===== src/rtl/qconv_pkg.sv =====
// Shared types and helpers for the quantised transposed-convolution block.
//   state_t  : sequencer states (IDLE / RUN / OUT)
//   tap_t    : result of mapping an (output pixel, kernel tap) pair onto the
//              input feature map: validity plus input row/column
//   cw()     : counter width for a range of n values (never below 1 bit)
//   tap_map(): the transposed-convolution index rule in plain arithmetic
package qconv_pkg;

  typedef enum logic [1:0] {
    ST_IDLE = 2'd0,
    ST_RUN  = 2'd1,
    ST_OUT  = 2'd2
  } state_t;

  localparam int IDX_W = 16;

  typedef struct packed {
    logic             valid;
    logic [IDX_W-1:0] ih;
    logic [IDX_W-1:0] iw;
  } tap_t;

  function automatic int cw(input int n);
    return (n > 1) ? $clog2(n) : 1;
  endfunction

  // An output pixel (oh, ow) receives input (ih, iw) through tap (kh, kw)
  // when oh + pt - kh lands exactly on a stride multiple inside the input.
  function automatic tap_t tap_map(input int oh, input int ow, input int kh, input int kw,
                                   input int pt, input int pl, input int sh, input int sw,
                                   input int xh, input int xw);
    int   th;
    int   tw;
    tap_t r;
    th      = oh + pt - kh;
    tw      = ow + pl - kw;
    r.valid = (th >= 0) && (tw >= 0) && (th % sh == 0) && (tw % sw == 0) &&
              (th / sh < xh) && (tw / sw < xw);
    r.ih    = IDX_W'(th / sh);
    r.iw    = IDX_W'(tw / sw);
    return r;
  endfunction

endpackage


===== src/rtl/qdeconv2d_seq_if.sv =====
// Job/pixel bus of qdeconv2d_seq.
//   slave  : the accelerator (takes a job, produces pixels)
//   master : the environment (offers jobs, consumes pixels)
// Job side   : s_valid/s_ready handshake with feature map x, kernel k, bias b.
// Pixel side : m_valid/m_ready handshake with all-channel pixel m_y, its
//              coordinates m_h/m_w and m_last on the final pixel.
interface qdeconv2d_seq_if
  import qconv_pkg::*;
#(
  parameter int XH = 4,
  parameter int XW = 4,
  parameter int XC = 1,
  parameter int KH = 3,
  parameter int KW = 3,
  parameter int SH = 2,
  parameter int SW = 2,
  parameter int YC = 8,
  parameter int XB = 11,
  parameter int KB = 6
);
  localparam int YH = XH * SH;
  localparam int YW = XW * SW;
  localparam int YB = XB + KB + $clog2(KH * KW * XC + 1);
  localparam int HW = cw(YH);
  localparam int WW = cw(YW);

  logic                                        s_valid;
  logic                                        s_ready;
  logic [XH-1:0][XW-1:0][XC-1:0][XB-1:0]       x;
  logic [KH-1:0][KW-1:0][XC-1:0][YC-1:0][KB-1:0] k;
  logic [YC-1:0][KB-1:0]                       b;
  logic                                        m_valid;
  logic                                        m_ready;
  logic [YC-1:0][YB-1:0]                       m_y;
  logic [HW-1:0]                               m_h;
  logic [WW-1:0]                               m_w;
  logic                                        m_last;

  modport slave (
    input  s_valid, x, k, b, m_ready,
    output s_ready, m_valid, m_y, m_h, m_w, m_last
  );

  modport master (
    output s_valid, x, k, b, m_ready,
    input  s_ready, m_valid, m_y, m_h, m_w, m_last
  );

endinterface


===== src/rtl/qdeconv_tap_addr.sv =====
// Combinational tap address generator.
//   oh_i, ow_i : output pixel coordinates
//   kh_i, kw_i : kernel tap coordinates
//   ih_o, iw_o : input pixel feeding this tap (meaningful only when valid_o)
//   valid_o    : the tap lands on a real input pixel
module qdeconv_tap_addr
  import qconv_pkg::*;
#(
  parameter int XH  = 4,
  parameter int XW  = 4,
  parameter int KH  = 3,
  parameter int KW  = 3,
  parameter int SH  = 2,
  parameter int SW  = 2,
  parameter int OHW = cw(XH * SH),
  parameter int OWW = cw(XW * SW),
  parameter int KHW = cw(KH),
  parameter int KWW = cw(KW),
  parameter int IHW = cw(XH),
  parameter int IWW = cw(XW)
) (
  input  logic [OHW-1:0] oh_i,
  input  logic [OWW-1:0] ow_i,
  input  logic [KHW-1:0] kh_i,
  input  logic [KWW-1:0] kw_i,
  output logic [IHW-1:0] ih_o,
  output logic [IWW-1:0] iw_o,
  output logic           valid_o
);
  localparam int PT = (KH - SH) / 2;
  localparam int PL = (KW - SW) / 2;

  tap_t t;

  always_comb begin
    t       = tap_map(int'(oh_i), int'(ow_i), int'(kh_i), int'(kw_i),
                      PT, PL, SH, SW, XH, XW);
    valid_o = t.valid;
    ih_o    = IHW'(t.ih);
    iw_o    = IWW'(t.iw);
  end

endmodule


===== src/rtl/qdeconv2d_seq.sv =====
// Sequential quantised 2-D transposed convolution.
//   clk  : sole clock, rising edge
//   rstn : asynchronous active-low reset
//   bus  : qdeconv2d_seq_if slave (job in: s_valid/s_ready, x, k, b;
//          pixels out: m_valid/m_ready, m_y, m_h, m_w, m_last)
// One job produces YH*YW pixels in raster order. Each pixel takes KH*KW*XC
// RUN cycles (one tap per cycle, xc innermost, then kw, then kh) plus one
// OUT cycle while m_ready is high. All YC channels accumulate in parallel.
module qdeconv2d_seq
  import qconv_pkg::*;
#(
  parameter int XH = 4,
  parameter int XW = 4,
  parameter int XC = 1,
  parameter int KH = 3,
  parameter int KW = 3,
  parameter int SH = 2,
  parameter int SW = 2,
  parameter int YC = 8,
  parameter int XB = 11,
  parameter int KB = 6
) (
  input logic              clk,
  input logic              rstn,
  qdeconv2d_seq_if.slave   bus
);
  localparam int YH  = XH * SH;
  localparam int YW  = XW * SW;
  localparam int MB  = XB + KB;
  localparam int YB  = MB + $clog2(KH * KW * XC + 1);
  localparam int OHW = cw(YH);
  localparam int OWW = cw(YW);
  localparam int KHW = cw(KH);
  localparam int KWW = cw(KW);
  localparam int XCW = cw(XC);
  localparam int IHW = cw(XH);
  localparam int IWW = cw(XW);

  localparam logic [OHW-1:0] OH_MAX = OHW'(YH - 1);
  localparam logic [OWW-1:0] OW_MAX = OWW'(YW - 1);
  localparam logic [KHW-1:0] KH_MAX = KHW'(KH - 1);
  localparam logic [KWW-1:0] KW_MAX = KWW'(KW - 1);
  localparam logic [XCW-1:0] XC_MAX = XCW'(XC - 1);

  state_t         state_q, state_d;
  logic [OHW-1:0] oh_q, oh_d;
  logic [OWW-1:0] ow_q, ow_d;
  logic [KHW-1:0] kh_q, kh_d;
  logic [KWW-1:0] kw_q, kw_d;
  logic [XCW-1:0] xc_q, xc_d;

  logic [XH-1:0][XW-1:0][XC-1:0][XB-1:0]         x_q;
  logic [KH-1:0][KW-1:0][XC-1:0][YC-1:0][KB-1:0] k_q;
  logic [YC-1:0][KB-1:0]                         b_q;

  logic           capture;    // job accepted this cycle
  logic           load_bias;  // entering RUN: accumulators restart from bias
  logic           add_tap;    // RUN: accumulate the current tap
  logic           last_pix;
  logic [IHW-1:0] ih;
  logic [IWW-1:0] iw;
  logic           tap_valid;

  assign last_pix = (oh_q == OH_MAX) && (ow_q == OW_MAX);

  // ---------------------------------------------------------------- FSM
  always_comb begin
    // NOTE: every combinational output gets a default before the case so no
    // path leaves it unassigned, which would otherwise infer a latch.
    state_d   = state_q;
    oh_d      = oh_q;
    ow_d      = ow_q;
    kh_d      = kh_q;
    kw_d      = kw_q;
    xc_d      = xc_q;
    capture   = 1'b0;
    load_bias = 1'b0;
    add_tap   = 1'b0;
    case (state_q)
      ST_IDLE: begin
        if (bus.s_valid) begin
          capture   = 1'b1;
          load_bias = 1'b1;
          oh_d      = '0;
          ow_d      = '0;
          kh_d      = '0;
          kw_d      = '0;
          xc_d      = '0;
          state_d   = ST_RUN;
        end
      end
      ST_RUN: begin
        add_tap = 1'b1;
        // Taps wrap back to zero on the last one, ready for the next pixel.
        if (xc_q == XC_MAX) begin
          xc_d = '0;
          if (kw_q == KW_MAX) begin
            kw_d = '0;
            if (kh_q == KH_MAX) begin
              kh_d    = '0;
              state_d = ST_OUT;
            end else begin
              kh_d = kh_q + 1'b1;
            end
          end else begin
            kw_d = kw_q + 1'b1;
          end
        end else begin
          xc_d = xc_q + 1'b1;
        end
      end
      ST_OUT: begin
        if (bus.m_ready) begin
          if (last_pix) begin
            oh_d    = '0;
            ow_d    = '0;
            state_d = ST_IDLE;
          end else begin
            load_bias = 1'b1;
            state_d   = ST_RUN;
            if (ow_q == OW_MAX) begin
              ow_d = '0;
              oh_d = oh_q + 1'b1;
            end else begin
              ow_d = ow_q + 1'b1;
            end
          end
        end
      end
      default: state_d = ST_IDLE;
    endcase
  end

  // NOTE: sequential state uses non-blocking assignments so every register
  // samples pre-edge values regardless of block evaluation order.
  always_ff @(posedge clk or negedge rstn) begin
    if (!rstn) begin
      state_q <= ST_IDLE;
      oh_q    <= '0;
      ow_q    <= '0;
      kh_q    <= '0;
      kw_q    <= '0;
      xc_q    <= '0;
    end else begin
      state_q <= state_d;
      oh_q    <= oh_d;
      ow_q    <= ow_d;
      kh_q    <= kh_d;
      kw_q    <= kw_d;
      xc_q    <= xc_d;
    end
  end

  // NOTE: the operand store is wide data that is always written before it is
  // read, so it carries no reset; only control state and outputs are reset.
  always_ff @(posedge clk) begin
    if (capture) begin
      x_q <= bus.x;
      k_q <= bus.k;
      b_q <= bus.b;
    end
  end

  // ------------------------------------------------------- tap datapath
  qdeconv_tap_addr #(
    .XH (XH),
    .XW (XW),
    .KH (KH),
    .KW (KW),
    .SH (SH),
    .SW (SW),
    .OHW(OHW),
    .OWW(OWW),
    .KHW(KHW),
    .KWW(KWW),
    .IHW(IHW),
    .IWW(IWW)
  ) u_tap_addr (
    .oh_i   (oh_q),
    .ow_i   (ow_q),
    .kh_i   (kh_q),
    .kw_i   (kw_q),
    .ih_o   (ih),
    .iw_o   (iw),
    .valid_o(tap_valid)
  );

  // Zeroing the activation of an invalid tap makes every channel add zero
  // while still spending the cycle, keeping timing data-independent.
  logic signed [XB-1:0] x_sel;
  assign x_sel = tap_valid ? x_q[ih][iw][xc_q] : '0;

  wire [YC-1:0][YB-1:0] acc_y;

  for (genvar g = 0; g < YC; g++) begin : g_acc
    logic signed [KB-1:0] k_sel;
    logic signed [MB-1:0] prod;
    logic signed [YB-1:0] acc_q;

    assign k_sel    = k_q[kh_q][kw_q][xc_q][g];
    assign prod     = MB'(x_sel) * MB'(k_sel);
    assign acc_y[g] = acc_q;

    always_ff @(posedge clk or negedge rstn) begin
      if (!rstn) begin
        acc_q <= '0;
      end else if (load_bias) begin
        // On capture the operand store is not yet loaded; take bias from the bus.
        acc_q <= capture ? YB'($signed(bus.b[g])) : YB'($signed(b_q[g]));
      end else if (add_tap) begin
        acc_q <= acc_q + YB'(prod);
      end
    end
  end

  // ------------------------------------------------------------ outputs
  assign bus.s_ready = (state_q == ST_IDLE);
  assign bus.m_valid = (state_q == ST_OUT);
  assign bus.m_last  = (state_q == ST_OUT) && last_pix;
  assign bus.m_h     = oh_q;
  assign bus.m_w     = ow_q;
  assign bus.m_y     = acc_y;

endmodule

===== src/flat_wrapper.sv =====
// flat-port wrapper written by rule: the top's interface ports become plain ports
module qdeconv2d_seq_flat import qconv_pkg::*;
#(
  parameter int XH = 4,
  parameter int XW = 4,
  parameter int XC = 1,
  parameter int KH = 3,
  parameter int KW = 3,
  parameter int SH = 2,
  parameter int SW = 2,
  parameter int YC = 8,
  parameter int XB = 11,
  parameter int KB = 6
)
  (clk, rstn, bus_s_valid, bus_x, bus_k, bus_b, bus_m_ready, bus_s_ready, bus_m_valid, bus_m_y, bus_m_h, bus_m_w, bus_m_last);
  qdeconv2d_seq_if #(.XH(XH), .XW(XW), .XC(XC), .KH(KH), .KW(KW), .SH(SH), .SW(SW), .YC(YC), .XB(XB), .KB(KB)) bus_i ();
  input logic clk;
  input logic rstn;
  input wire logic [$bits(bus_i.s_valid)-1:0] bus_s_valid;
  input wire logic [$bits(bus_i.x)-1:0] bus_x;
  input wire logic [$bits(bus_i.k)-1:0] bus_k;
  input wire logic [$bits(bus_i.b)-1:0] bus_b;
  input wire logic [$bits(bus_i.m_ready)-1:0] bus_m_ready;
  output wire logic [$bits(bus_i.s_ready)-1:0] bus_s_ready;
  output wire logic [$bits(bus_i.m_valid)-1:0] bus_m_valid;
  output wire logic [$bits(bus_i.m_y)-1:0] bus_m_y;
  output wire logic [$bits(bus_i.m_h)-1:0] bus_m_h;
  output wire logic [$bits(bus_i.m_w)-1:0] bus_m_w;
  output wire logic [$bits(bus_i.m_last)-1:0] bus_m_last;
  assign bus_i.s_valid = bus_s_valid;
  assign bus_i.x = bus_x;
  assign bus_i.k = bus_k;
  assign bus_i.b = bus_b;
  assign bus_i.m_ready = bus_m_ready;
  assign bus_s_ready = bus_i.s_ready;
  assign bus_m_valid = bus_i.m_valid;
  assign bus_m_y = bus_i.m_y;
  assign bus_m_h = bus_i.m_h;
  assign bus_m_w = bus_i.m_w;
  assign bus_m_last = bus_i.m_last;
  qdeconv2d_seq #(.XH(XH), .XW(XW), .XC(XC), .KH(KH), .KW(KW), .SH(SH), .SW(SW), .YC(YC), .XB(XB), .KB(KB)) u_core (.clk(clk), .rstn(rstn), .bus(bus_i));
endmodule

===== config.mk =====
export PLATFORM = sky130hd
export DESIGN_NAME = qdeconv2d_seq_flat
export DESIGN_NICKNAME = d
export VERILOG_FILES = /design/src/rtl/qconv_pkg.sv /design/src/rtl/qdeconv2d_seq_if.sv /design/src/rtl/qdeconv_tap_addr.sv /design/src/rtl/qdeconv2d_seq.sv /design/src/flat_wrapper.sv
export SDC_FILE = /design/constraint.sdc
export NUM_CORES = 2
export LEC_CHECK = 0
export ABC_AREA = 1
export ABC_CLOCK_PERIOD_IN_PS = 13120
export CAP_MARGIN = 20
export CORE_MARGIN = 2
export CORE_UTILIZATION = 40
export CTS_CLUSTER_DIAMETER = 100
export DETAILED_ROUTE_END_ITERATION = 7
export PLACE_DENSITY_LB_ADDON = 0.2
export SYNTH_ARGS = -nofsm -noshare
export SYNTH_HDL_FRONTEND = slang
export SYNTH_SLANG_ARGS = --single-unit

===== constraint.sdc =====
create_clock -name clk -period 13.12 [get_ports clk]
set_clock_uncertainty 0.2 [all_clocks]
set_input_delay 2.624 -clock clk [delete_from_list [all_inputs] [get_ports clk]]
set_output_delay 2.624 -clock clk [all_outputs]
set_load 0.01 [all_outputs]

# Word-level counts from Yosys, hierarchy flattened
# Cells that the tools add are included.
[word_totals] reg_bits=837
[op_classes] mul=8 bitwise_logic=2 addsub=17 mux=68 order_cmp=9 reduce_logical=19 eq_ne=12
[op_table] operator="21-bit 2-to-1 mux" n=24
[op_table] operator="144-bit binary-select mux with 2-bit select" n=1
[op_table] operator="21-bit by 17-bit adder with 21-bit output" n=8
[op_table] operator="144-bit 2-to-1 mux" n=1
[op_table] operator="11-bit by 6-bit multiplier with 17-bit output" n=8
[op_table] operator="48-bit binary-select mux with 2-bit select" n=1
[op_table] operator="48-bit 2-to-1 mux" n=2
[op_table] operator="44-bit binary-select mux with 2-bit select" n=1
[op_table] operator="32-bit by 1-bit adder with 32-bit output" n=2
[op_table] operator="32-bit logical NOT" n=2
[op_table] operator="32-bit by 4-bit less-than comparator with 1-bit output, second input constant" n=2
[op_table] operator="44-bit 2-to-1 mux" n=1
[op_table] operator="11-bit 2-to-1 mux" n=3
[op_table] operator="11-bit binary-select mux with 2-bit select" n=1
[op_table] operator="2-bit 2-to-1 mux" n=11
[op_table] operator="3-bit 2-to-1 mux" n=7
[op_table] operator="2-bit by 3-bit less-than comparator with 1-bit output, second input constant" n=4
[op_table] operator="3-bit one-hot mux with 2 select lines" n=2
[op_table] operator="4-bit by 1-bit greater-or-equal comparator with 1-bit output, second input constant" n=2
[op_table] operator="1-bit 2-to-1 mux" n=8
[op_table] operator="2-bit one-hot mux with 2 select lines" n=2
[op_table] operator="4-bit AND reduction" n=2
[op_table] operator="3-bit by 2-bit subtractor with 4-bit output" n=2
[op_table] operator="1-bit logical AND" n=7
[op_table] operator="18 further kinds" n=31

# Logic depth before layout (Yosys ltp)
[depth] depth_word=13 mapped_depth=42

# Modules after synthesis
# Synthesis repeated with hierarchy kept, for this count alone.
[hier_totals] hier_cells=6792 area_unflattened_um2=61868.1
[by_module_without_submodules] mod="qdeconv2d_seq" cells_each=6734 n_inst=1 area_per_inst_um2=61432.7
[by_module_without_submodules] mod="qdeconv_tap_addr" cells_each=58 n_inst=1 area_per_inst_um2=435.4

# Worst setup path before layout
# Ideal clock, no wire load.
[synth_timing] path_type="input to register" startpoint="input bus_s_valid" endpoint="register u_core.kh_q[0]" arrival_ns=11.137 path_slack_ns=1.646 path_buffers=2 required_ns=12.783 stages=7 cell_sequence="nand2_8 > inv_2 > buf_4 > buf_2 > nor2_1 > nor2_1 > o22ai_1"
[synth_via] elab_chain_len=2
[synth_lines] item="start, declared" line="flat_wrapper.sv:19" text="input wire logic [$bits(bus_i.s_valid)-1:0] bus_s_valid;"
[synth_lines] item="2-bit != test (no source line)"
[synth_lines] item="4-bit AND reduction (no source line)"
[synth_lines] item="end signal, assigned" line="qdeconv2d_seq.sv:148" text="kh_q <= kh_d;"
[synth_lines] item="end, declared" line="qdeconv2d_seq.sv:48" text="logic [KHW-1:0] kh_q, kh_d;"
# No other way between the ends.
# A chain may end at the register's enable or synchronous reset.

# Final worst setup path
[layout_timing] startpoint="register u_core.kh_q[1]" endpoint="register u_core.g_acc[0].acc_q[12]"
[layout_via] elab_chain_len=13 word_cells_on_any_way=26 classes_between="add/sub (3); mul (1); order compare (2); mux (13); bitwise (1); reduce/logical (6)"
[layout_lines] item="branches (longest 9 deep; another with 32-bit by 1-bit adder with 32-bit output)"
[layout_lines] item="11-bit by 6-bit multiplier with 17-bit output *" line="qdeconv2d_seq.sv:201" text="assign prod = MB'(x_sel) * MB'(k_sel);"
[layout_lines] item="21-bit by 17-bit adder with 21-bit output *" line="qdeconv2d_seq.sv:211" text="acc_q <= acc_q + YB'(prod);"
[layout_lines] item="21-bit 2-to-1 mux *" line="qdeconv2d_seq.sv:210" text="end else if (add_tap) begin"
[layout_lines] item="21-bit 2-to-1 mux *" line="qdeconv2d_seq.sv:207" text="end else if (load_bias) begin"
[layout_lines] item="end signal, assigned" line="qdeconv2d_seq.sv:209" text="acc_q <= capture ? YB'($signed(bus.b[g])) : YB'($signed(b_q[g]));"
[layout_lines] item="end signal, assigned" line="qdeconv2d_seq.sv:211"
[layout_lines] item="end, declared" line="qdeconv2d_seq.sv:198" text="logic signed [YB-1:0] acc_q;"
# Mark *: on every way between the ends. The select of a mux whose other input is x is not followed.

==> flow_summary.yaml <==
timing:
  rsz0062_at_grt: "false"
  tightest_slew_ps: 1150
  period_minus_slack_ps: 9020
  holdWs_ps: 321
  fin_crit_sh_pct: 68.7
  hold_viol: 0
  maxSlewViolCount: 0
  tns_ps: 0
  setup_viol: 0
  max-slew-margin-rel_pct: 22.5
  fmax_mhz: 111
worst_setup_path:
  end_kind: "flip-flop"
  required_ps: 13500
  arrival_ps: 9400
  slowest_delay_ps: 970
  rr_endpoint: "u_core.g_acc[0].acc_q[12]$_DFFE_PN0P_"
  worst_setup_path_start_kind: "flip-flop"
  cp_max_fo: 53
  crit_slowest_cell: "clkinv_1"
  cpMostUsedCell: "fa_1"
  critPathBufInv: 9
  cp-endpoint: "u_core.g_acc[0].acc_q[12]$_DFFE_PN0P_"
  cp_num_cells: 28
  rrSetupSlack_ps: 4100
  rr_worst_depth: 28
  rr_startpoint: "u_core.kh_q[1]$_DFFE_PN0P_"
  cp_top_family: "adder cells"
  criticalPathCategory: "flip-flop to flip-flop"
  critPathLaunch: "u_core.kh_q[1]$_DFFE_PN0P_"
clocking:
  cts_buffers: 99
  clk_path_buf_depth: 3
  cts-root-buf: "clkbuf_16"
  cts_sinks: 836
  insertion_delay_ps: 760
  ctsHoldBuffers: 0
  clk_pin_slew_ps: 60
  cts_max_level: 3
  cts_tree: "done"
  postCtsSetupBuffers: 0
  ctsResizeCount: 0
route:
  vias_per_cell: 5.10
  post_drt_wl_per_cell_microns: 22.6
  drc: 0
  drt_first_pass_iters: 8
  ant_nets: 0
  vias: 50200
  drt_iter0_markers: 3762
  drt_wl_total_microns: 222000
logic_synthesis:
  syn_nets: 8537
  avgSynthCellArea_sq_um: 9.03
  synth-xor-area-share_pct: 0.280
  synthesis.area_sq_um: 62600
  synth_compound_area_share_pct: 6.33
  synthSimpleGateAreaFrac_pct: 19.1
  synth_fa_ha_area_share_pct: 25.5
  async_flop_share_pct: 21.5
  synth_top_family_by_area: "adder cells"
  synth_seq_area_share_pct: 38.7
  synth_seq_cells: 836
  synth-main-ff-cell: "edfxtp_1"
  postSynthCellCount: 6935
  synthMuxAreaShare_pct: 0
  synth_cell_types: 46
  synth_edf_count: 656
  yosysWarnings: 0
global_route:
  grt_max_degree: 166
  grt_pass1_vias: 51000
  grt_antenna_before_repair: 70
  grt_pass1_wl_microns: 326000
  overflow: 0
  grtUsageTotal_pct: 27.6
run_status:
  status: "completed"
die:
  row_count: 145
  die_x_microns: 400
  core_area_sq_um: 156000
  io_pins: 837
  floorplan.initialDensity_pct: 40.2
  die_y_microns: 400
  dieArea_sq_um: 160000
placed_design:
  routabilityCongestion: 0.893
  place.port_buffers: 836
  dp_hpwl_microns: 172000
job:
  cap_violations: 0
layout:
  fillers: 14700
  area_growth_pct: 21.8
  nets: 9268
  drive_gt1_share_pct: 4.05
hold_path:
  hold_path_class: "flip-flop to flip-flop"
[Yosys cell counts (3+ instances only)]
| master | instances | area, sq um |
|---|---|---|
| a21oi_2 | 5 | 43.8 |
| o31ai_4 | 3 | 63.8 |
| or2_1 | 9 | 56.3 |
| nand2_1 | 1446 | 5430 |
| o221ai_1 | 90 | 788 |
| buf_2 | 152 | 761 |
| nor2_1 | 757 | 2840 |
| dfrtp_1 | 180 | 4500 |
| xor2_1 | 15 | 131 |
| clkinv_1 | 4 | 15.0 |
| nand3b_1 | 73 | 548 |
| nand3b_2 | 4 | 45.0 |
| and2_1 | 19 | 119 |
| a21oi_1 | 356 | 1780 |
| clkbuf_1 | 57 | 214 |
| ha_1 | 388 | 4850 |
| or2_2 | 33 | 206 |
| nand3_1 | 502 | 2510 |
| a22oi_1 | 4 | 30.0 |
| inv_1 | 1286 | 4830 |
| nor3_1 | 14 | 70.1 |
| o211ai_1 | 8 | 60.1 |
| a22o_1 | 3 | 26.3 |
| buf_6 | 25 | 282 |
| o21ai_0 | 188 | 941 |
| nor2_2 | 3 | 18.8 |
| o31ai_1 | 5 | 37.5 |
| fa_1 | 554 | 11100 |
| o21ai_1 | 19 | 95.1 |
| xnor2_1 | 5 | 43.8 |
| a21o_1 | 8 | 60.1 |
| inv_2 | 18 | 67.6 |
| edfxtp_1 | 656 | 19700 |
| buf_1 | 10 | 37.5 |
| buf_4 | 22 | 165 |
[cells in the final DEF, fill, tap and decap left out, types with 178 or more instances in the layout]
cell type / n
nand2_1: 1446
inv_1: 1283
clkdlybuf4s50_1: 835
nor2_1: 755
edfxtp_1: 656
fa_1: 554
nand3_1: 492
ha_1: 387
a21oi_1: 350
o21ai_0: 188
dfrtp_1: 178
[tightest hold or removal path, stage by stage, from the launching register on]
cell and delay [ps]:
dfrtp_1 370, nand2_1 60, o21ai_0 60
[per-stage QoR]
stage	instance area, sq um	setup slack [ps]	utilization [%]	cells
after global routing	76300	3600	48.9	9823
final	76300	4100	48.9	9830
after detailed placement	72700	4210	46.7	9622
after floorplan	62600	1650	-	6935
after global placement	72700	4270	46.6	9621
after CTS	76200	4160	48.9	9809
[final cells by class]
type | count | area (sq um) | share of cell area (%)
diodes | 20 | 50.0 | 0.0656
clock buffers | 132 | 2670 | 3.50
clock inverters | 55 | 823 | 1.08
inverters | 1308 | 4920 | 6.46
multi-input cells | 4524 | 32100 | 42.1
flip-flops and latches | 836 | 24200 | 31.7
well taps | 2058 | 2570 | 3.38
repair buffers | 897 | 8880 | 11.6
[registers in the layout, summed over array words and instances (netlist names)]
signal,cells
u_core.b_q,48
u_core.bus.m_h,3
u_core.bus.m_w,3
u_core.g_acc.acc_q,168
u_core.k_q,432
u_core.kh_q,2
u_core.kw_q,2
u_core.state_q,2
u_core.x_q,176
[cells by family (layout without fill, tap and decap cells)]
| family | Yosys count | in the layout |
|---|---|---|
| AO/OA/AOI/OAI | 693 | 693 |
| XOR/XNOR | 20 | 20 |
| adder cells (fa/ha/maj) | 942 | 942 |
| buffers and inverters | 1575 | 2392 |
| flip-flops | 836 | 836 |
| other | 0 | 20 |
| AND/OR/NAND/NOR | 2869 | 2869 |
[worst min path at each step]
| stage | startpoint | end | slack, ps | cells past startpoint |
|---|---|---|---|---|
| global placement | u_core.g_acc[7].acc_q[0]$_DFFE_PN0P_ | u_core.g_acc[7].acc_q[0]$_DFFE_PN0P_ | 300 | 2 |
| detailed placement | u_core.g_acc[7].acc_q[0]$_DFFE_PN0P_ | u_core.g_acc[7].acc_q[0]$_DFFE_PN0P_ | 310 | 2 |
| floorplan | u_core.g_acc[4].acc_q[4]$_DFFE_PN0P_ | u_core.g_acc[4].acc_q[4]$_DFFE_PN0P_ | 340 | 2 |
| CTS | u_core.g_acc[7].acc_q[0]$_DFFE_PN0P_ | u_core.g_acc[7].acc_q[0]$_DFFE_PN0P_ | 330 | 2 |
| global route | u_core.g_acc[5].acc_q[4]$_DFFE_PN0P_ | u_core.g_acc[5].acc_q[4]$_DFFE_PN0P_ | 360 | 2 |
| finish | u_core.g_acc[7].acc_q[0]$_DFFE_PN0P_ | u_core.g_acc[7].acc_q[0]$_DFFE_PN0P_ | 320 | 2 |
[layer usage]
metal,track usage [%],wire [microns],vias to the layer above
met5,0,381,-
met4,10.6,8530,58
met3,5.92,15400,369
met2,46.2,107000,1708
met1,34.9,90800,24600
li1,-,-,23500
Power is left out: the tool's default activity adds up to more than one toggle a clock period on the data nets, which glitch-free logic cannot reach.
